## config.mk

```make
export PLATFORM = sky130hd
export DESIGN_NAME = pong_game_engine
export DESIGN_NICKNAME = d
export VERILOG_FILES = /design/src/rtl/pong_game_engine.sv
export SDC_FILE = /design/constraint.sdc
export NUM_CORES = 1
export LEC_CHECK = 0
export BUFFER_PORTS_ARGS = -buffer_cell sky130_fd_sc_hd__buf_2
export CAP_MARGIN = 30
export CORE_MARGIN = 3
export CORE_UTILIZATION = 50
export DETAILED_ROUTE_END_ITERATION = 12
export PLACE_DENSITY = 0.84
export SYNTH_ARGS = -nofsm -noshare
export SYNTH_HDL_FRONTEND = slang
export SYNTH_SLANG_ARGS = --single-unit
```

## constraint.sdc

```tcl
create_clock -name i_vgaclk -period 4 [get_ports i_vgaclk]
set_input_delay 0.8 -clock i_vgaclk [delete_from_list [all_inputs] [get_ports i_vgaclk]]
set_output_delay 0.8 -clock i_vgaclk [all_outputs]
set_load 0.02 [all_outputs]
```

## src/rtl/pong_game_engine.sv

```systemverilog
// Pong game-state engine: paddles, ball, velocity, scores and game FSM on a 640x480 field.
// Latency: state advances only on frame_tick cycles; outputs are registered, visible next cycle.
// Backpressure: none; the renderer samples the held outputs for the whole active frame.
module pong_game_engine #(
  parameter int BALL_SPEED   = 4,
  parameter int PADDLE_SPEED = 4,
  parameter int SERVE_FRAMES = 60,
  parameter int WIN_SCORE    = 5
) (
  input  logic       i_vgaclk,
  input  logic       i_reset,
  input  logic       i_frame_tick,
  input  logic       i_start,
  input  logic       i_p1_up,
  input  logic       i_p1_dn,
  input  logic       i_p2_up,
  input  logic       i_p2_dn,
  output logic [9:0] o_paddle1_y,
  output logic [9:0] o_paddle2_y,
  output logic [9:0] o_ball_x,
  output logic [9:0] o_ball_y,
  output logic [3:0] o_score1,
  output logic [3:0] o_score2,
  output logic       o_point_pulse,
  output logic       o_game_over
);

  // Field geometry shared with the renderer.
  localparam int FIELD_W   = 640;
  localparam int FIELD_H   = 480;
  localparam int PADDLE_W  = 10;
  localparam int PADDLE_H  = 60;
  localparam int BALL_SIZE = 8;
  localparam int PADDLE1_X = 30;
  localparam int PADDLE2_X = 600;

  localparam int CNT_W = (SERVE_FRAMES > 1) ? $clog2(SERVE_FRAMES) : 1;

  // Signed 11-bit copies so that ball/paddle arithmetic can dip below zero safely.
  localparam logic signed [10:0] L_BALL_STEP = 11'(BALL_SPEED);
  localparam logic signed [10:0] L_PAD_STEP  = 11'(PADDLE_SPEED);
  localparam logic signed [10:0] L_HALF_BALL = 11'(BALL_SIZE / 2);
  localparam logic signed [10:0] L_TOP_Y     = 11'(BALL_SIZE / 2);
  localparam logic signed [10:0] L_BOT_Y     = 11'(FIELD_H - 1 - BALL_SIZE / 2);
  localparam logic signed [10:0] L_PAD_MIN   = 11'(PADDLE_H / 2);
  localparam logic signed [10:0] L_PAD_MAX   = 11'(FIELD_H - PADDLE_H / 2);
  localparam logic signed [10:0] L_RFACE     = 11'(PADDLE2_X);
  localparam logic signed [10:0] L_LFACE     = 11'(PADDLE1_X + PADDLE_W);
  localparam logic signed [10:0] L_HIT       = 11'(PADDLE_H / 2 + BALL_SIZE / 2);
  localparam logic signed [10:0] L_XMAX      = 11'(FIELD_W);
  localparam logic signed [10:0] L_ZERO      = 11'sd0;

  localparam logic [9:0] L_TOP_Y10   = 10'(BALL_SIZE / 2);
  localparam logic [9:0] L_BOT_Y10   = 10'(FIELD_H - 1 - BALL_SIZE / 2);
  localparam logic [9:0] L_RBOUNCE_X = 10'(PADDLE2_X - BALL_SIZE / 2);
  localparam logic [9:0] L_LBOUNCE_X = 10'(PADDLE1_X + PADDLE_W + BALL_SIZE / 2);
  localparam logic [9:0] L_CX        = 10'(FIELD_W / 2);
  localparam logic [9:0] L_CY        = 10'(FIELD_H / 2);
  localparam logic [3:0] L_WIN       = 4'(WIN_SCORE);
  localparam logic [CNT_W-1:0] L_SERVE_LAST = CNT_W'(SERVE_FRAMES - 1);

  typedef enum logic [1:0] {
    ST_IDLE,
    ST_SERVE,
    ST_PLAY,
    ST_OVER
  } state_t;

  state_t           r_state;
  logic [9:0]       r_paddle1_y;
  logic [9:0]       r_paddle2_y;
  logic [9:0]       r_ball_x;
  logic [9:0]       r_ball_y;
  logic             r_dx_pos;
  logic             r_dy_pos;
  logic [3:0]       r_score1;
  logic [3:0]       r_score2;
  logic [CNT_W-1:0] r_serve_cnt;
  logic             r_point_pulse;
  logic             r_game_over;

  logic signed [10:0] w_bx;
  logic signed [10:0] w_by;
  logic signed [10:0] w_nx;
  logic signed [10:0] w_ny;
  logic signed [10:0] w_rel1;
  logic signed [10:0] w_rel2;
  logic               w_hit_r;
  logic               w_hit_l;
  logic               w_miss_r;
  logic               w_miss_l;
  logic [9:0]         w_next_bx;
  logic [9:0]         w_next_by;
  logic               w_next_dx_pos;
  logic               w_next_dy_pos;
  logic [3:0]         w_s1_inc;
  logic [3:0]         w_s2_inc;
  logic               w_game_end;
  logic [9:0]         w_p1_next;
  logic [9:0]         w_p2_next;

  // One paddle step: move on a single held button, clamp the centre to keep the paddle on screen.
  function automatic logic [9:0] paddle_step(input logic [9:0] y, input logic up, input logic dn);
    logic signed [10:0] t;
    t = $signed({1'b0, y});
    if (up && !dn) begin
      t = t - L_PAD_STEP;
      if (t < L_PAD_MIN) t = L_PAD_MIN;
    end else if (dn && !up) begin
      t = t + L_PAD_STEP;
      if (t > L_PAD_MAX) t = L_PAD_MAX;
    end
    return t[9:0];
  endfunction

  // Candidate ball step: walls, paddle faces (using pre-tick paddle positions) and misses.
  always_comb begin
    w_bx   = $signed({1'b0, r_ball_x});
    w_by   = $signed({1'b0, r_ball_y});
    w_nx   = r_dx_pos ? (w_bx + L_BALL_STEP) : (w_bx - L_BALL_STEP);
    w_ny   = r_dy_pos ? (w_by + L_BALL_STEP) : (w_by - L_BALL_STEP);
    w_rel1 = w_by - $signed({1'b0, r_paddle1_y});
    w_rel2 = w_by - $signed({1'b0, r_paddle2_y});

    w_next_by     = w_ny[9:0];
    w_next_dy_pos = r_dy_pos;
    if (!r_dy_pos && (w_ny <= L_TOP_Y)) begin
      w_next_by     = L_TOP_Y10;
      w_next_dy_pos = 1'b1;
    end else if (r_dy_pos && (w_ny >= L_BOT_Y)) begin
      w_next_by     = L_BOT_Y10;
      w_next_dy_pos = 1'b0;
    end

    // A hit needs the ball to start in front of the face and reach it within this step.
    w_hit_r = r_dx_pos && ((w_bx + L_HALF_BALL) <= L_RFACE) && ((w_nx + L_HALF_BALL) >= L_RFACE)
              && (w_rel2 < L_HIT) && (w_rel2 > -L_HIT);
    w_hit_l = !r_dx_pos && ((w_bx - L_HALF_BALL) >= L_LFACE) && ((w_nx - L_HALF_BALL) <= L_LFACE)
              && (w_rel1 < L_HIT) && (w_rel1 > -L_HIT);

    w_miss_r = !w_hit_r && !w_hit_l && ((w_nx + L_HALF_BALL) >= L_XMAX);
    w_miss_l = !w_hit_r && !w_hit_l && !w_miss_r && ((w_nx - L_HALF_BALL) <= L_ZERO);

    w_next_bx     = w_nx[9:0];
    w_next_dx_pos = r_dx_pos;
    if (w_hit_r) begin
      w_next_bx     = L_RBOUNCE_X;
      w_next_dx_pos = 1'b0;
    end else if (w_hit_l) begin
      w_next_bx     = L_LBOUNCE_X;
      w_next_dx_pos = 1'b1;
    end

    w_s1_inc   = (r_score1 >= L_WIN) ? r_score1 : (r_score1 + 4'd1);
    w_s2_inc   = (r_score2 >= L_WIN) ? r_score2 : (r_score2 + 4'd1);
    w_game_end = (w_miss_r && (w_s1_inc == L_WIN)) || (w_miss_l && (w_s2_inc == L_WIN));

    w_p1_next = paddle_step(r_paddle1_y, i_p1_up, i_p1_dn);
    w_p2_next = paddle_step(r_paddle2_y, i_p2_up, i_p2_dn);
  end

  // Game FSM and all game state, advanced once per frame tick.
  always_ff @(posedge i_vgaclk) begin
    if (i_reset) begin
      r_state       <= ST_IDLE;
      r_paddle1_y   <= L_CY;
      r_paddle2_y   <= L_CY;
      r_ball_x      <= L_CX;
      r_ball_y      <= L_CY;
      r_dx_pos      <= 1'b1;
      r_dy_pos      <= 1'b1;
      r_score1      <= 4'd0;
      r_score2      <= 4'd0;
      r_serve_cnt   <= '0;
      r_point_pulse <= 1'b0;
      r_game_over   <= 1'b0;
    end else begin
      r_point_pulse <= 1'b0;
      if (i_frame_tick) begin
        case (r_state)
          ST_IDLE, ST_OVER: begin
            if (i_start) begin
              r_state     <= ST_SERVE;
              r_score1    <= 4'd0;
              r_score2    <= 4'd0;
              r_serve_cnt <= '0;
              r_ball_x    <= L_CX;
              r_ball_y    <= L_CY;
              r_game_over <= 1'b0;
            end
          end
          ST_SERVE: begin
            r_paddle1_y <= w_p1_next;
            r_paddle2_y <= w_p2_next;
            r_ball_x    <= L_CX;
            r_ball_y    <= L_CY;
            if (r_serve_cnt == L_SERVE_LAST) begin
              r_state     <= ST_PLAY;
              r_serve_cnt <= '0;
            end else begin
              r_serve_cnt <= r_serve_cnt + 1'b1;
            end
          end
          ST_PLAY: begin
            r_paddle1_y <= w_p1_next;
            r_paddle2_y <= w_p2_next;
            if (w_miss_r || w_miss_l) begin
              // Next serve heads toward whoever lost the point; dy carries over.
              r_point_pulse <= 1'b1;
              r_dx_pos      <= w_miss_r;
              if (w_miss_r) r_score1 <= w_s1_inc;
              else          r_score2 <= w_s2_inc;
              if (w_game_end) begin
                // Ball is left where it was when the final point was lost.
                r_state     <= ST_OVER;
                r_game_over <= 1'b1;
              end else begin
                r_state     <= ST_SERVE;
                r_serve_cnt <= '0;
                r_ball_x    <= L_CX;
                r_ball_y    <= L_CY;
              end
            end else begin
              r_ball_x <= w_next_bx;
              r_ball_y <= w_next_by;
              r_dx_pos <= w_next_dx_pos;
              r_dy_pos <= w_next_dy_pos;
            end
          end
          default: r_state <= ST_IDLE;
        endcase
      end
    end
  end

  assign o_paddle1_y   = r_paddle1_y;
  assign o_paddle2_y   = r_paddle2_y;
  assign o_ball_x      = r_ball_x;
  assign o_ball_y      = r_ball_y;
  assign o_score1      = r_score1;
  assign o_score2      = r_score2;
  assign o_point_pulse = r_point_pulse;
  assign o_game_over   = r_game_over;

endmodule
```

---- Yosys cells after proc, flatten, opt, wreduce, memory -nomap -nowiden ----
Index checks and enable logic that the tools add are counted.
storage, ports and cells
  flip-flop bits (word level) ............. 60
  input bits .............................. 8
  output and inout bits ................... 50
  logic and storage cells ................. 163
operators by class
  add/subtract/negate cells ............... 15
  magnitude comparators ................... 18
  eq/ne operators ......................... 14
  multiplexer cells ....................... 51
  bitwise operators ....................... 3
  reduce and logical (&&, ||, !) cells .... 50
operator list
  kind                                                                  number
  two-way mux 10 bit                                                    18
  one-hot mux 10 bit (3 select lines)                                   2
  adder 10 x 3 -> 11 bit (second input constant)                        4
  subtractor 10 x 3 -> 11 bit (second input constant)                   4
  two-way mux 4 bit                                                     7
  two-way mux 6 bit                                                     4
  greater-or-equal comparator 11 bit (second input constant)            2
  > comparator 11 x 10 -> 1 bit (second input constant)                 2
  > comparator 11 x 7 -> 1 bit (second input constant)                  2
  less-than comparator 11 x 6 -> 1 bit (second input constant)          2
  less-than comparator 11 x 7 -> 1 bit (second input constant)          2
  two-way mux 11 bit                                                    2
  subtractor 10 x 10 -> 11 bit                                          2
  logical AND 1 bit                                                     20
  one-hot mux 6 bit (3 select lines)                                    1
  one-hot mux 4 bit (2 select lines)                                    2
  AND reduction 5 bit                                                   3
  != test 2 bit (second input constant)                                 7
  AND reduction 3 bit                                                   4
  AND reduction 4 bit                                                   3
  adder 11 x 4 -> 11 bit (second input constant)                        1
  greater-or-equal comparator 11 x 10 -> 1 bit (second input constant)  1
  greater-or-equal comparator 11 x 7 -> 1 bit (second input constant)   1
  less-or-equal comparator 11 x 1 -> 1 bit (second input constant)      1
  24 further kinds                                                      54

---- Depth between registers and ports, before layout ----
  word-level depth ........................ 18
  gate-level depth with buffers ........... 18
  mapped depth without buffers ............ 14

---- Least setup slack after synthesis ----
OpenSTA, ideal clock, no wires.
  path kind ............................... register to register
  start ................................... reg r_ball_x[2], in the netlist o_ball_x[2]
  end ..................................... reg r_serve_cnt[2]
  library setup time ...................... 0.117 ns
  arrival ................................. 4.075 ns
  path slack .............................. -0.193 ns
  cell stages (with the launch flop) ...... 17
  cell sequence ........................... dfxtp_1 clkbuf_1 clkbuf_1 inv_1 ha_1 mux2i_1 xor2_1 o21ai_0 a2111oi_0 a32oi_1 or4_1 nor2_2 buf_2 o31a_1 buf_2 o211ai_1 a32o_1
on the way
  cells in the longest elaborated chain, start to end .. 17
  elaborated cells between the ends (all ways) .. 33
ends and longest elaborated chain
  item                                                                                                   RTL line       text
  start, declared                                                                                        72             logic [9:0] r_ball_x;
  start signal, assigned                                                                                 224            r_ball_x <= w_next_bx;
  subtractor 10 x 3 -> 11 bit / adder 10 x 3 -> 11 bit (equally long branches)                           120, 138, 136
  two-way mux 11 bit                                                                                     120            w_nx = r_dx_pos ? (w_bx + L_BALL_STEP) : (w_bx - L_BALL_STEP);
  adder 11 x 4 -> 11 bit / subtractor 11 x 4 -> 11 bit (equally long branches)                           n/a
  greater-or-equal comparator 11 bit / less-or-equal comparator 11 x 7 -> 1 bit (equally long branches)  136, 138
  logical AND 1 bit, on equally long branches                                                            136, 138
  logical AND 1 bit, on equally long branches (2 in series)                                              137, 139
  zero test 1 bit                                                                                        141, 142
  logical AND 1 bit                                                                                      141, 142
  logical AND 1 bit                                                                                      141            w_miss_r = !w_hit_r && !w_hit_l && ((w_nx + L_HALF_BALL) >= L_XMAX);
  zero test 1 bit                                                                                        142            w_miss_l = !w_hit_r && !w_hit_l && !w_miss_r && ((w_nx - L_HALF_BALL) <= L_ZERO);
  logical AND 1 bit (2 in series)                                                                        142
  logical AND 1 bit                                                                                      156            w_game_end = (w_miss_r && (w_s1_inc == L_WIN)) || (w_miss_l && (w_s2_inc == L_WIN));
  logical OR 1 bit                                                                                       156
  != test 2 bit (no source line)                                                                         n/a
  AND reduction 4 bit (no source line) *                                                                 n/a
  end signal, assigned                                                                                   201            r_serve_cnt <= r_serve_cnt + 1'b1;
  end, declared                                                                                          78             logic [CNT_W-1:0] r_serve_cnt;
Every way passes the cells marked *; elsewhere a longest branch is shown, timed or not.
A chain may end at the register's enable or synchronous reset.

---- Final worst setup path ----
  start ................................... reg r_ball_x[2], in the netlist o_ball_x[2]
  end ..................................... reg r_ball_y[0], in the netlist o_ball_y[0]
on the way
  cells in the longest elaborated chain, start to end .. 17
  elaborated cells between the ends (all ways) .. 34
ends and longest elaborated chain
  item                                                                                                   RTL line       text
  subtractor 10 x 3 -> 11 bit / adder 10 x 3 -> 11 bit (equally long branches)                           120, 138, 136
  two-way mux 11 bit                                                                                     120
  adder 11 x 4 -> 11 bit / subtractor 11 x 4 -> 11 bit (equally long branches)                           n/a
  greater-or-equal comparator 11 bit / less-or-equal comparator 11 x 7 -> 1 bit (equally long branches)  136, 138
  logical AND 1 bit, on equally long branches                                                            136, 138
  logical AND 1 bit, on equally long branches (2 in series)                                              137, 139
  zero test 1 bit                                                                                        141, 142
  logical AND 1 bit                                                                                      141, 142
  logical AND 1 bit                                                                                      141
  zero test 1 bit                                                                                        142
  logical AND 1 bit (2 in series)                                                                        142
  logical AND 1 bit                                                                                      156
  logical OR 1 bit                                                                                       156
  != test 3 bit (no source line)                                                                         n/a
  AND reduction 3 bit (no source line)                                                                   n/a
  end signal, assigned                                                                                   225            r_ball_y <= w_next_by;
  end, declared                                                                                          73             logic [9:0] r_ball_y;
Parallel ways exist; a longest one is shown, timed or not.

==> flow_metrics.env <==
export IMPL_synthTopCellsByArea="dfxtp_1 (18%), ha_1 (10%), a21oi_1 (5.4%)"
export IMPL_r2r_cells=13
export IMPL_start_kind="flop"
export IMPL_postRouteAntennaNets=0
export IMPL_hold_class="flop to flop"
export IMPL_fin_crit_ns=3.83
export IMPL_crit_end="o_ball_y[0]"
export IMPL_worstPathRequired_ns=4.20
export IMPL_cts_sinks=55
export IMPL_drv_cap=0
export IMPL_hold_viol_final=0
export IMPL_synth_top_cell_by_area="dfxtp_1"
export IMPL_start_util_pct=52.3
export IMPL_grt_max_degree=36
export IMPL_layout_commonest_cell="nand2_1"
export IMPL_dpl_cell_area_um2=6650
export IMPL_dp_slack_ns=-0.0606
export IMPL_r2r_end="o_ball_y[0]"
export IMPL_grt_pass1_wl_um=27900
export IMPL_syn_area_per_cell_um2=7.26
export IMPL_syn_area_um2=6100
export IMPL_status="complete, no violations"
export IMPL_io_pins=58
export IMPL_drtIter0Drc=1014
export IMPL_drc=0
export IMPL_utilization_pct=59.1
export IMPL_path_class="flop to flop"
export IMPL_cts_tree="built"
export IMPL_cpMaxStageDelayCell="or4_4"
export IMPL_post_route_period_util_pct=95.8
export IMPL_dp_hpwl_um=12800
export IMPL_grt_use_total_pct=24.7
export IMPL_maxSlewViolCount=0
export IMPL_clock_latency_ns=0.31
export IMPL_synth_async_reset_ratio_pct=0
export IMPL_antenna_cells=0
export IMPL_path_cells="ha_1 > and3_1 > and3_1 > or3_1 > a2111oi_2 > a32oi_1 > or4_4 > nor2_4 > buf_4 > o31a_1 > buf_6 > o21ai_0 > a31o_2"
export IMPL_layout_nets=963
export IMPL_yosysWarnings=0
export IMPL_finClkSkew_ns=0.00707
export IMPL_die_y_um=116
export IMPL_wire_per_inst_um=16.5
export IMPL_drive_above_1_share_pct=15.5
export IMPL_synthCells=841
export IMPL_yosysSeqAreaShare_pct=18.0
export IMPL_crit_path_end_kind="flop"
export IMPL_place_congestion=0.951
export IMPL_final_cell_area_um2=6890
export IMPL_synth_main_ff_cell="dfxtp_1"
export IMPL_relSlewSlack_pct=29.8
export IMPL_power_density_nw_per_um2=222
export IMPL_tightest_slew_ns=1.04
export IMPL_grt_pass1_vias=6067
export IMPL_irDropWorstVdd_mv=0.181
export IMPL_p_total_mw=1.53
export IMPL_clockRootBuffer="clkbuf_16"
export IMPL_via_per_inst=6.56
export IMPL_netlist_area_leader_share_pct=18.0
export IMPL_crit_path_frequent_cell="and3_1"
export IMPL_leakage_nw=2.87
export IMPL_port_buffer_count=53
export IMPL_r2r_start="o_ball_x[2]"
export IMPL_cp_arrival_ns=4.03
export IMPL_drt_total_wl_um=17300
export IMPL_cpPeakStageDelay_ns=0.54
export IMPL_cts_htree_levels=2
export IMPL_die_w_um=116
export IMPL_hold_slack_ns=0.468
export IMPL_setup_violations=0
export IMPL_vias=6845
export IMPL_grt_ovfl_total=0
export IMPL_synth_edf_count=0
export IMPL_die_area_um2=13600
export IMPL_antenna_found_initial=0
export IMPL_drt_pass1_iterations=7
export IMPL_ys_ff_latch=55
export IMPL_area_growth_pct=12.9
export IMPL_path_clk_slew_ns=0.08
export IMPL_final_cell_mix="nand2_1 (71), a21oi_1 (66), inv_1 (60), nor2_1 (57), dfxtp_1 (54)"
export IMPL_reg2reg_slack_ns=0.17
export IMPL_core_area_um2=11700
export IMPL_fmax_ghz=0.261
export IMPL_max_clock_path_buffers=2
export IMPL_fin_ws_ns=0.168
export IMPL_cp_startpoint="o_ball_x[2]"
export IMPL_cp_max_fo=10
export IMPL_synth_distinct_cells=76
export IMPL_cts_made_buffers=5
export IMPL_rows=39
-- worst max-delay path: cells and delay by family, from the launching register on --
kind                       cells  cell delay, ns
AOI/OAI and AO/OA              5            1.16
adders and majority gates      1            0.27
buffers and inverters          2            0.35
DFF                            1            0.38
and+or+nand+nor                5            1.56
-- how the worst min path moves through the flow --
stage	cells after the start	endpoint	from
6_report	2	o_game_over	o_game_over
5_1_grt	2	o_game_over	o_game_over
4_1_cts	2	o_game_over	o_game_over
3_5_place_dp	2	o_game_over	o_game_over
3_3_place_gp	2	o_game_over	o_game_over
2_1_floorplan	2	r_serve_cnt[1]	r_serve_cnt[1]
-- state kept, by name (all words and copies together) (netlist names), 2 cells and up --
register     count
r_state          2
r_serve_cnt      6
o_ball_y         9
o_score2         4
o_score1         4
o_paddle2_y      9
o_paddle1_y      9
o_ball_x         8
-- cells in the mapped netlist, types with 4 or more instances --
cell and number:
a2111oi_0 5, a211o_1 6, a211oi_1 10, a21o_1 10, a21oi_1 66, a221o_1 5
a221oi_1 4, a22oi_1 7, a31oi_1 12, a32oi_1 4, and2_1 6, and3_1 9
and4_1 5, buf_2 6, buf_4 5, clkbuf_1 34, dfxtp_1 55, ha_1 51
inv_1 60, nand2_1 72, nand2b_1 15, nand3_1 30, nand3b_1 4, nand4_1 11
nor2_1 57, nor2b_1 10, nor3_1 24, nor4_1 13, nor4b_1 4, o2111ai_1 6
o211ai_1 13, o21a_1 7, o21ai_0 51, o21ai_1 4, o221ai_1 7, o22a_1 5
o22ai_1 14, o31ai_1 6, o32ai_1 4, o41ai_1 6, or2_2 7, or3_1 11
or4_1 7, xnor2_1 17, xor2_1 13
-- metrics by stage --
| stage | setup TNS, ns | instances |
|---|---|---|
| after floorplan | 0 | 845 |
| after global placement | 0 | 1035 |
| after detailed placement | -0.226 | 1035 |
| after CTS | 0 | 1042 |
| after global routing | -0.0217 | 1044 |
| final | 0 | 1044 |
-- logic make-up (layout without fill, tap and decap cells) --
family / Yosys count / in the layout / share of synthesized area [%]
and+or+nand+nor: 299 / 299 / 25.5
muxes: 3 / 3 / 0.492
other: 2 / 6 / 0.123
DFF: 55 / 55 / 18.0
adders and majority gates: 54 / 54 / 11.4
xor gates and xnor gates: 31 / 31 / 4.69
AOI/OAI and AO/OA: 288 / 288 / 32.2
buffers and inverters: 109 / 165 / 7.50
-- layout make-up --
cell class,instances,area (µm²)
fill,1020,4770
inverter,61,229
clock inverter,2,13.8
timing repair buffer,97,599
tap,143,179
multi-input combinational,681,4640
sequential,55,1100
clock buffer,5,125
-- layer usage --
layer	part of all wire (%)	GRT usage, %
met5	0	0
met4	2.6	8.28
met3	7.7	3.37
met2	46	41.4
met1	43	32.7
-- timing repair --
item,CTS,global route
hold buffers,0,0
gates resized for setup,2,17
pin swaps,0,3
setup endpoints to repair,8,27
setup buffers,0,2
-- report_power, final --
| part | total [mW] | switching, mW | internal (mW) |
|---|---|---|---|
| clock network | 0.454 | 0.224 | 0.230 |
| registers | 0.582 | 0.0200 | 0.562 |
| logic | 0.494 | 0.299 | 0.195 |
Power figures use the tool's default switching activity.
